File: src/rtl/riscv_du_rf_access.sv
// Debug-unit bridge from a debugger register request to the core register-file debug port.
// Optional macro RV_DU_RF_ADDR_CHECK_EN rejects addresses with bits [11:5] set via an error ack.
module riscv_du_rf_access #(
    parameter int unsigned XLEN = 32
) (
    input  logic            clk_i,
    input  logic            rst_ni,
    input  logic            dbg_req_i,
    input  logic            dbg_we_i,
    input  logic [11:0]     dbg_addr_i,
    input  logic [XLEN-1:0] dbg_wdata_i,
    output logic            dbg_ack_o,
    output logic [XLEN-1:0] dbg_rdata_o,
    output logic            dbg_err_o,
    input  logic            du_stall_i,
    output logic            du_re_rf_o,
    output logic            du_we_rf_o,
    output logic [11:0]     du_addr_o,
    output logic [XLEN-1:0] du_d_o,
    input  logic [XLEN-1:0] du_rf_q_i
);

    typedef enum logic [2:0] {StIdle, StRd, StRdW, StRdCap, StWr, StAck} state_e;

    state_e            state_q;
    logic              ack_q;
    logic              err_q;
    logic              re_q;
    logic              we_q;
    logic [11:0]       addr_q;
    logic [XLEN-1:0]   wdata_q;
    logic [XLEN-1:0]   rdata_q;
    logic              addr_err;

`ifdef RV_DU_RF_ADDR_CHECK_EN
    assign addr_err = |dbg_addr_i[11:5];
`else
    logic unused_addr_hi;
    assign unused_addr_hi = ^dbg_addr_i[11:5];
    assign addr_err       = 1'b0;
`endif

    // Strobes are registered on the edge that enters RD/WR, so they line up with that state.
    always_ff @(posedge clk_i or negedge rst_ni) begin
        if (!rst_ni) begin
            state_q <= StIdle;
            ack_q   <= 1'b0;
            err_q   <= 1'b0;
            re_q    <= 1'b0;
            we_q    <= 1'b0;
            addr_q  <= '0;
            wdata_q <= '0;
            rdata_q <= '0;
        end else begin
            ack_q <= 1'b0;
            err_q <= 1'b0;
            re_q  <= 1'b0;
            we_q  <= 1'b0;
            unique case (state_q)
                StIdle: begin
                    if (dbg_req_i && du_stall_i) begin
                        if (addr_err) begin
                            state_q <= StAck;
                            ack_q   <= 1'b1;
                            err_q   <= 1'b1;
                        end else begin
                            addr_q <= {7'b0, dbg_addr_i[4:0]};
                            if (dbg_we_i) begin
                                state_q <= StWr;
                                wdata_q <= dbg_wdata_i;
                                // x0 is hardwired; the write still completes without a strobe.
                                we_q    <= |dbg_addr_i[4:0];
                            end else begin
                                state_q <= StRd;
                                re_q    <= 1'b1;
                            end
                        end
                    end
                end
                StRd:    state_q <= StRdW;
                StRdW:   state_q <= StRdCap;
                StRdCap: begin
                    rdata_q <= du_rf_q_i;
                    state_q <= StAck;
                    ack_q   <= 1'b1;
                end
                StWr: begin
                    state_q <= StAck;
                    ack_q   <= 1'b1;
                end
                StAck:   state_q <= StIdle;
                default: state_q <= StIdle;
            endcase
        end
    end

    assign dbg_ack_o   = ack_q;
    assign dbg_err_o   = err_q;
    assign dbg_rdata_o = rdata_q;
    assign du_re_rf_o  = re_q;
    assign du_we_rf_o  = we_q;
    assign du_addr_o   = addr_q;
    assign du_d_o      = wdata_q;

endmodule

File: config.mk
export PLATFORM = sky130hd
export DESIGN_NAME = riscv_du_rf_access
export DESIGN_NICKNAME = d
export VERILOG_FILES = /design/src/rtl/riscv_du_rf_access.sv
export SDC_FILE = /design/constraint.sdc
export NUM_CORES = 1
export LEC_CHECK = 0
export ABC_AREA = 1
export CAP_MARGIN = 30
export CORE_MARGIN = 4
export CORE_UTILIZATION = 30
export DETAILED_ROUTE_END_ITERATION = 8
export PLACE_DENSITY_LB_ADDON = 0.08
export SLEW_MARGIN = 20
export SYNTH_ARGS = -nofsm -noshare
export SYNTH_HDL_FRONTEND = slang
export SYNTH_SLANG_ARGS = --single-unit
File: constraint.sdc
create_clock -name clk_i -period 1.8 [get_ports clk_i]
set_clock_uncertainty 0.15 [all_clocks]
set_input_delay 0.27 -clock clk_i [delete_from_list [all_inputs] [get_ports clk_i]]
set_output_delay 0.27 -clock clk_i [all_outputs]
set_load 0.02 [all_outputs]
After elaboration in Yosys (flattened, before gate mapping)
Cells that the tools add are included.
W data, S select, Z words.
{ "totals": {"register_bits": 75, "out_inout_bits": 80, "elab_cells": 28} }
{ "classes": {"n_eq_ne": 5, "n_mux": 10, "reduce_logical": 6} }
{ "op_table": {"columns": ["op", "count"], "rows": [
  ["$pmux W3 S4", 1],
  ["$mux W1", 7],
  ["$eq A3 B2 Y1 const B", 2],
  ["$mux W3", 2],
  ["$reduce_or A5 Y1", 1],
  ["$eq A3 B1 Y1 const B", 1],
  ["$eq A3 B3 Y1 const B", 1],
  ["$logic_not A3 Y1", 1],
  ["$reduce_and A3 Y1", 1],
  ["$ne A2 B2 Y1 const B", 1],
  ["$reduce_and A2 Y1", 1],
  ["$reduce_or A2 Y1", 1],
  ["$logic_and A1 B1 Y1", 1]
]} }

Logic depth before layout (Yosys ltp)
{ "depth": {"word_depth": 4, "ltp_mapped": 7} }

Worst setup path after synthesis
No wires, ideal clock.
{ "synth_path": {"path_kind": "reg2reg", "startpoint": "reg state_q[2]", "endpoint": "reg wdata_q[22], in the netlist du_d_o[22]", "setup_time_ns": 0.117, "t_arrival_ns": 1.028, "slack_ns": 0.505, "stages_incl_launch_ff": 8, "n_path_buf": 1, "synth_period_minus_slack_ns": 1.295, "path_cell_list": "dfrtp_1 > inv_2 > nand2_2 > nor2_4 > nand2_4 > buf_6 > nand2_1 > nand2_1"} }
{ "synth_between": {"elab_chain_cells": 2} }
{ "synth_rtl": {"columns": ["element", "line", "source"], "rows": [
  ["from (decl)", "25", "state_e state_q;"],
  ["from (signal assigned)", "46", "state_q <= StIdle;"],
  ["from (signal assigned)", "63", "state_q <= StAck;"],
  ["from (signal assigned)", "69", "state_q <= StWr;"],
  ["$logic_not A3 Y1", "59", "unique case (state_q)"],
  ["$reduce_and A3 Y1 (no line)", null, null],
  ["to (signal assigned)", "70", "wdata_q <= dbg_wdata_i;"],
  ["to (decl)", "31", "logic [XLEN-1:0] wdata_q;"]
]} }
Every way passes these cells.
A chain may end at the register's enable or synchronous reset.

Worst setup path after layout
{ "layout_path": {"startpoint": "reg wdata_q[1], in the netlist du_d_o[1]", "endpoint": "out du_d_o[1]"} }
{ "layout_lines": {"columns": ["element", "line", "source"], "rows": [
  ["to (decl)", "19", "output logic [XLEN-1:0] du_d_o,"]
]} }
No word-level cell between the ends.

==> flow_summary.json <==
{
  "fin_area_um2": 4860,
  "leakagePower_nw": 2.42,
  "diodes": 0,
  "dp_hpwl_mm": 5.42,
  "comb_power_share_pct": 48.4,
  "cp.arrival_ns": 1.31,
  "startpoint_type": "flip-flop",
  "wire_per_inst_um": 12.8,
  "cp_data_required_time_ns": 1.38,
  "min_period_ns": 1.73,
  "slowest_delay_ns": 0.62,
  "grt_overflow": 0,
  "use_met3_pct": 3.67,
  "async_reset_ff_share_pct": 100,
  "grt_usage_pct": 13.8,
  "fmax_ghz": 0.577,
  "rsz0062_at_grt": "no",
  "drive_gt1_share_pct": 6.13,
  "first_pass_iters": 4,
  "p_clk_share_pct": 16.3,
  "regToRegEndpoint": "du_d_o[18]",
  "final-setup-viol-count": 0,
  "cts_buffer_depth": 2,
  "ant_nets": 0,
  "syn_inst": 338,
  "rows": 36,
  "synth-seq-cells": 75,
  "cts.clk_slew.worst_paths_ns": 0.09,
  "synth_top_area_share_pct": 61.1,
  "vias_per_cell": 4.20,
  "r2r_slack_ns": 0.28,
  "ys_seq_area_share_pct": 61.1,
  "use_met2_pct": 23.0,
  "swShare_pct": 38.8,
  "top_usage_layer": "met2",
  "routabilityCongestion": 0.718,
  "dieArea_um2": 11900,
  "cts_setup_buffers": 0,
  "clkLatencyLatePin_ns": 0.32,
  "cts_tree": "built",
  "htreeDepth": 3,
  "synth_area_leaders": "dfrtp_1 61%, nand2_1 14%, nand3_1 5.5%, o21ai_1 5.2%, inv_1 4.5%",
  "avgSynthCellArea_um2": 9.09,
  "ios": 161,
  "grtUsageMet1_pct": 16.9,
  "start_util_pct": 31.1,
  "drtIter0Drc": 176,
  "die_width_um": 109,
  "nets": 566,
  "power_switching_w": 0.00317,
  "fin_crit_sh_pct": 96.4,
  "r2r_start": "state_q[2]",
  "p_seq_share_pct": 35.2,
  "report.final.hold_viol_count": 0,
  "reg2reg_depth": 6,
  "cp_top_family": "buffers and inverters",
  "numPortBuffers": 145,
  "end_kind": "primary output",
  "core_region_area_um2": 9860,
  "cts_num_sinks": 75,
  "synth_edf_count": 0,
  "cp_cell_sequence": "clkdlybuf4s50_1",
  "grt_pass1_wl_mm": 12.7,
  "timing.hold.ws_ns": 0.313,
  "route.detailed.drc": 0,
  "cts_inserted_buffers": 9,
  "ir_drop_mv": 0.637,
  "worstPathMaxFanout": 2,
  "netlist_area_um2": 3070,
  "crit_type": "flip-flop to primary output",
  "fin_tns_setup_ns": 0,
  "ys.flop_type": "dfrtp_1",
  "grt_pass1_vias": 2592,
  "crit_path_top_delay_cell": "clkdlybuf4s50_1",
  "routed_wl_mm": 7.93,
  "critPathBufInv": 1,
  "area_growth_pct": 58.1,
  "p_int_w": 0.00499,
  "ys_types": 20,
  "dpl_cell_area_um2": 4630,
  "yosys_warnings": 0,
  "maxSlewViolCount": 0,
  "clock-root-buffer": "clkbuf_8",
  "synth_top_cell_by_area": "dfrtp_1",
  "grt_max_degree": 76,
  "powerDensity_nw_per_um2": 1680,
  "route.vias.total": 2614,
  "max-cap-violations": 0,
  "synth.most_common_cell": "nand2_1",
  "min_path_type": "input pin to asynchronous set/reset pin",
  "fp.dieH_um": 109,
  "synthTopCellsByCount": "118 x nand2_1, 75 x dfrtp_1, 37 x inv_1",
  "antenna_found_initial": 0,
  "outcome": "completed",
  "fill_cells": 966
}
worst max path at each step:
stage                     startpoint    endpoint  slack, ns  depth (start not counted)
after floorplan           state_q[2]  du_d_o[22]       0.51                          7
after CTS                 du_d_o[24]  du_d_o[24]       0.02                          1
after detailed placement   dbg_req_i  du_d_o[12]       0.05                          6
final                      du_d_o[1]   du_d_o[1]       0.07                          1
after global routing       du_d_o[7]   du_d_o[7]      0.003                          1
after global placement     dbg_req_i  du_d_o[19]       0.09                          6
state kept, by name, summed over array words and instances, names as in the netlist:
| name | cells |
|---|---|
| dbg_rdata_o | 32 |
| du_d_o | 32 |
| du_addr_o | 5 |
| state_q | 3 |
| dbg_ack_o | 1 |
| du_re_rf_o | 1 |
| du_we_rf_o | 1 |
cell usage in the layout (no fill, tap or decap):
cell type	n
a21oi_1	1
inv_2	1
dlygate4sd3_1	1
clkbuf_8	11
inv_1	37
nand2_2	1
nand2_1	118
clkinv_2	1
dfrtp_1	75
nand3_4	1
conb_1	8
o21ai_1	32
buf_12	3
a21oi_2	1
nand2_4	1
nor3_1	1
nand3_1	34
nor2_4	2
clkinvlp_4	2
bufinv_16	1
clkdlybuf4s50_1	140
nor2_1	7
o21ai_0	1
buf_4	4
nor2_2	1
dlymetal6s2s_1	4
per-layer routing:
metal / up-vias / share of wire [%]
met5: - / 0
met4: 0 / 1.5
met3: 9 / 6.2
met2: 83 / 49
met1: 1202 / 43
li1: 1320 / -
cells by family (layout without fill, tap and decap cells):
| logic type | count (synthesis) | after routing | synth area share, % |
|---|---|---|---|
| buf+inv | 61 | 205 | 9.90 |
| other cells | 1 | 8 | 0.122 |
| simple gates | 166 | 166 | 23.1 |
| flops | 75 | 75 | 61.1 |
| compound gates | 35 | 35 | 5.82 |
through the flow:
stage,worst slack (ns),power (W),std cells,utilization (%)
global route,0.00252,0.00876,622,49.2
global placement,0.0869,0.00686,606,47.0
finish,0.0656,0.00815,622,49.2
detailed placement,0.0493,0.00693,606,47.0
floorplan,0.505,0.00495,345,-
CTS,0.0228,0.00830,622,49.1
final cells by class:
class / instances / area, um2 / share of cell area, %
clock buffers: 11 / 151 / 3.12
clock inverters: 4 / 50.0 / 1.03
inverters: 38 / 143 / 2.94
multi-input cells: 209 / 917 / 18.9
flip-flops and latches: 75 / 1880 / 38.6
well taps: 133 / 166 / 3.43
repair buffers: 152 / 1550 / 32.0
power by group through the flow:
stage / combinational, W / clock [W] / sequential, W
global route: 0.00430 / 0.00146 / 0.00299
finish: 0.00395 / 0.00133 / 0.00287
detailed placement: 0.00403 / 0 / 0.00290
floorplan: 0.00114 / 0 / 0.00381
global placement: 0.00399 / 0 / 0.00288
CTS: 0.00403 / 0.00138 / 0.00288
timing repair:
action | 4_1_cts | 5_1_grt
endpoints found under the setup margin | 0 | 4
hold endpoints to repair | 75 | 0
hold buffers | 1 | 0
gates resized for setup | 0 | 4
No activity file was read; power rests on OpenSTA's default activity.
